### config.mk
export PLATFORM = sky130hd
export DESIGN_NAME = toggle_stream_decoder
export DESIGN_NICKNAME = d
export VERILOG_FILES = /design/src/rtl/toggle_stream_decoder.sv
export SDC_FILE = /design/constraint.sdc
export NUM_CORES = 1
export LEC_CHECK = 0
export ABC_AREA = 1
export ABC_CLOCK_PERIOD_IN_PS = 3200
export CAP_MARGIN = 40
export CORE_MARGIN = 1
export CORE_UTILIZATION = 49
export CTS_CLUSTER_DIAMETER = 200
export CTS_CLUSTER_SIZE = 8
export DETAILED_ROUTE_END_ITERATION = 12
export PLACE_DENSITY = 0.69
export SETUP_SLACK_MARGIN = 0.15
export SYNTH_ARGS = -nofsm -noshare
export SYNTH_HDL_FRONTEND = slang
export SYNTH_SLANG_ARGS = --single-unit
### constraint.sdc
create_clock -name clk_i -period 3.2 [get_ports clk_i]
set_input_delay 0.96 -clock clk_i [delete_from_list [all_inputs] [get_ports clk_i]]
set_output_delay 0.96 -clock clk_i [all_outputs]
set_load 0.02 [all_outputs]
### src/rtl/toggle_stream_decoder.sv
// rtl/toggle_stream_decoder.sv - toggle-line bit recovery, unstuffing and word assembly
// Recovers bits from transitions, drops stuffed zeros, assembles LSB-first words into a one-entry output register.
module toggle_stream_decoder #(
    parameter int WIDTH     = 8,
    parameter int STUFF_LEN = 6
) (
    input  logic             clk_i,
    input  logic             clear_i,
    input  logic             in_valid_i,
    input  logic             line_i,
    input  logic             sync_i,
    output logic [WIDTH-1:0] data_out_o,
    output logic             out_valid_o,
    input  logic             out_ready_i,
    output logic             overflow_o,
    output logic             stuff_error_o,
    output logic             busy_o
);

    localparam int CW = $clog2(WIDTH + 1);

    typedef enum logic {
        HUNT,
        RECV
    } state_t;

    state_t           state_q, state_d;
    logic             prev_q, prev_d;
    logic [WIDTH-1:0] shift_q, shift_d;
    logic [WIDTH-1:0] data_q, data_d;
    logic [CW-1:0]    bit_cnt_q, bit_cnt_d;
    logic [3:0]       ones_q, ones_d;
    logic             valid_q, valid_d;
    logic             ovf_q, ovf_d;
    logic             serr_q, serr_d;

    logic             bit_dec;
    logic             stuff_slot;
    logic [WIDTH-1:0] shifted;

    // A shift-then-insert form keeps WIDTH=1 legal without a zero-width slice.
    always_comb begin
        bit_dec    = line_i ^ prev_q;
        stuff_slot = (STUFF_LEN != 0) && (ones_q == 4'(STUFF_LEN));
        shifted    = shift_q >> 1;
        shifted[WIDTH-1] = bit_dec;
    end

    always_comb begin
        state_d   = state_q;
        prev_d    = prev_q;
        shift_d   = shift_q;
        data_d    = data_q;
        bit_cnt_d = bit_cnt_q;
        ones_d    = ones_q;
        valid_d   = valid_q & ~out_ready_i;
        ovf_d     = 1'b0;
        serr_d    = 1'b0;

        if (in_valid_i) begin
            if (sync_i) begin
                state_d   = RECV;
                prev_d    = line_i;
                shift_d   = '0;
                bit_cnt_d = '0;
                ones_d    = '0;
            end else if (state_q == RECV) begin
                prev_d = line_i;
                if (stuff_slot) begin
                    ones_d = '0;
                    if (bit_dec) begin
                        serr_d    = 1'b1;
                        state_d   = HUNT;
                        shift_d   = '0;
                        bit_cnt_d = '0;
                    end
                end else begin
                    if (STUFF_LEN != 0) begin
                        ones_d = bit_dec ? ones_q + 4'd1 : 4'd0;
                    end
                    shift_d = shifted;
                    if (bit_cnt_q == CW'(WIDTH - 1)) begin
                        bit_cnt_d = '0;
                        // A word accepted in this same cycle frees the slot for the new one.
                        if (!valid_q || out_ready_i) begin
                            data_d  = shifted;
                            valid_d = 1'b1;
                        end else begin
                            ovf_d = 1'b1;
                        end
                    end else begin
                        bit_cnt_d = bit_cnt_q + CW'(1);
                    end
                end
            end
        end
    end

    always_ff @(posedge clk_i) begin
        if (clear_i) begin
            state_q   <= HUNT;
            prev_q    <= 1'b0;
            shift_q   <= '0;
            data_q    <= '0;
            bit_cnt_q <= '0;
            ones_q    <= '0;
            valid_q   <= 1'b0;
            ovf_q     <= 1'b0;
            serr_q    <= 1'b0;
        end else begin
            state_q   <= state_d;
            prev_q    <= prev_d;
            shift_q   <= shift_d;
            data_q    <= data_d;
            bit_cnt_q <= bit_cnt_d;
            ones_q    <= ones_d;
            valid_q   <= valid_d;
            ovf_q     <= ovf_d;
            serr_q    <= serr_d;
        end
    end

    assign data_out_o    = data_q;
    assign out_valid_o   = valid_q;
    assign overflow_o    = ovf_q;
    assign stuff_error_o = serr_q;
    assign busy_o        = (state_q == RECV);

endmodule

==> metrics.txt <==
Layout Skew 3.32 ps; Tmin final 2290 ps; fill count 233; initial antenna violation count 0; CTS tree done; startpoint types flop; IO buf count 17; CTS clk-pin slew, worst paths 160 ps; Least-Margin Pin Slew 612 ps; Max-Slew Margin vs Limit 0.591; Gates resized, CTS repair 0; # Post-CTS Setup Buffers 0; DIE HEIGHT 54.1 µm; number of global-route vias before repair 1023; chip width 54.1 µm; # setup viols final 0; I/O Pins 18; hold path depth 2; total gr overflow 0; post-route clock period utilization 0.715; cell row count 18; r2r setup slk 1650 ps; Critical-path top delay cell clkdlybuf4s50_1; unrepaired setup endpoints after global routing no; Worst setup EP type output pin; via count 1161; share of post-route cells with drive strength above 1 0.101; crit-path cells clkdlybuf4s50_1; Critical path buffers and inverters 1; Initial Util 0.526; hold_buf cts 0; Worst Hold Path EP ones_q[0]; WS Path Type reg2out; clk_lat worst skew 340 ps; core area 2520 µm²; Mapped Nets 190; Tot GR Track Use 0.212; Critical Path Max Stage Delay 610 ps; Final HPWL DP 1860 µm; number of vias per cell 5.09; R2R depth 7; first-pass GRT wire length 4420 µm; Yosys cell types 21; total power 632 µW; Syn. warnings 0; Final GP Congestion 0.773; mapped cell area 1330 µm²; worst hold slack 498 ps; 1st-iter DRT viols 20; worst path required time 2240 ps; Seq/Total Area, Yosys 0.422; Clock Tree Buf Depth 2; Num Clock Sinks 28; Final nets 208; FF+latch count, synth 28; status finished, final reports clean; largest delay contributor family on the critical path buffers and inverters; worst min path class reg2reg; Final Hold Fails 0; largest net degree at the start of global routing 23; # diodes 0; end of the worst register-to-register path data_out_o[6]; Routed Antenna Nets 0; f_max 437 MHz; hold path startpoint ones_q[0]; pre-CTS setup slack 669 ps; Critical Path AT 1330 ps; final setup margin 911 ps; DRC violation count after routing 0; CTS Buf Count 3; worst r2r src bit_cnt_q[0]; First-pass DRT Iterations 4; Pwr per Cell Area 410 nW/µm²; Setup TNS Final 0 ps; worst vdd ir 0.000248 V; max-slew violations 0; syn_area_per_cell 7.33 µm²; root cell of the clock tree clkbuf_4; synth-to-layout area growth 16.2%; wire per inst 11.6 µm; Routed WL 2650 µm; Post-Route Utilization 0.612; Max Cap Viol 0; crit path max fanout 3; H-Tree Depth 1; Syn Inst Count 181; P_leak 0.000632 µW; die area 2920 µm²
cell families after synthesis:
| kind of cell | after synthesis | synth area share |
|---|---|---|
| and+or+nand+nor | 104 | 0.377 |
| adders and majority gates | 3 | 0.0283 |
| DFF | 28 | 0.422 |
| AOI/OAI and AO/OA | 23 | 0.0867 |
| buffers and inverters | 21 | 0.0726 |
| xor gates and xnor gates | 2 | 0.0132 |
sequential cells by signal, summed over array words and instances, names as in the netlist:
name and flops:
data_out_o 8, stuff_error_o 1, busy_o 1, bit_cnt_q 4, shift_q 7, overflow_o 1
prev_q 1, ones_q 4, out_valid_o 1
per-stage QoR:
stage,cells,instance area (µm²)
finish,228,1540
global route,228,1540
CTS,228,1540
detailed placement,224,1510
global placement,224,1510
floorplan,181,1330
power breakdown:
| group | internal [µW] | leakage, µW | switching (µW) |
|---|---|---|---|
| sequential | 362 | 0.000228 | 11.0 |
| combinational | 29.6 | 0.000383 | 46.7 |
| clock | 69.9 | 0.0000210 | 113 |
worst max-delay path by stage:
stage             startpoint            end  slack (ps)  cells past startpoint
3_5_place_dp      in_valid_i     shift_q[1]         670                      7
3_3_place_gp      in_valid_i     shift_q[4]         730                      7
6_report              busy_o         busy_o         910                      1
4_1_cts        data_out_o[7]  data_out_o[7]         910                      1
2_1_floorplan         line_i   bit_cnt_q[1]        1440                      7
5_1_grt               busy_o         busy_o         840                      1
layer usage:
metal  vias to the layer above  track usage  wire [µm]
met4                         0       0.0897         45
met1                       523        0.272       1310
li1                        609            -          -
met3                         5       0.0311        100
met2                        24        0.352       1190
met5                         -            0          0
cells in the final DEF (no fill, tap or decap), types with 4 or more instances in the layout:
cell | netlist | layout
nand2_1 | 44 | 44
nor2_1 | 29 | 29
dfxtp_1 | 28 | 28
clkdlybuf4s50_1 | 0 | 17
inv_1 | 15 | 15
a21oi_1 | 12 | 12
o21ai_0 | 11 | 11
nor3_1 | 8 | 8
nand3_1 | 7 | 7
nand3_2 | 5 | 5
nand2_2 | 4 | 4
tightest hold or removal path: stages, from the launching register on:
cell and delay (ps):
dfxtp_1 360, nand2_1 60, a21oi_1 50
synthesized netlist by cell type, drive strengths merged:
library cell | instances | area share
a21oi | 12 | 0.045
buf | 4 | 0.024
clkbuf | 1 | 0.0038
dfxtp | 28 | 0.42
ha | 3 | 0.028
inv | 16 | 0.045
nand2 | 48 | 0.14
nand3 | 14 | 0.090
nand4 | 2 | 0.0094
nor2 | 32 | 0.10
nor3 | 8 | 0.030
o21ai | 11 | 0.041
xor2 | 2 | 0.013
layout make-up:
type / count / area [µm²] / share of cell area
timing repair buffer: 18 / 178 / 0.115
sequential: 28 / 561 / 0.363
inverter: 16 / 60.1 / 0.0389
clock buffer: 4 / 36.3 / 0.0235
multi-input combinational: 132 / 671 / 0.435
tap: 30 / 37.5 / 0.0243
No activity file was read; power rests on OpenSTA's default activity.
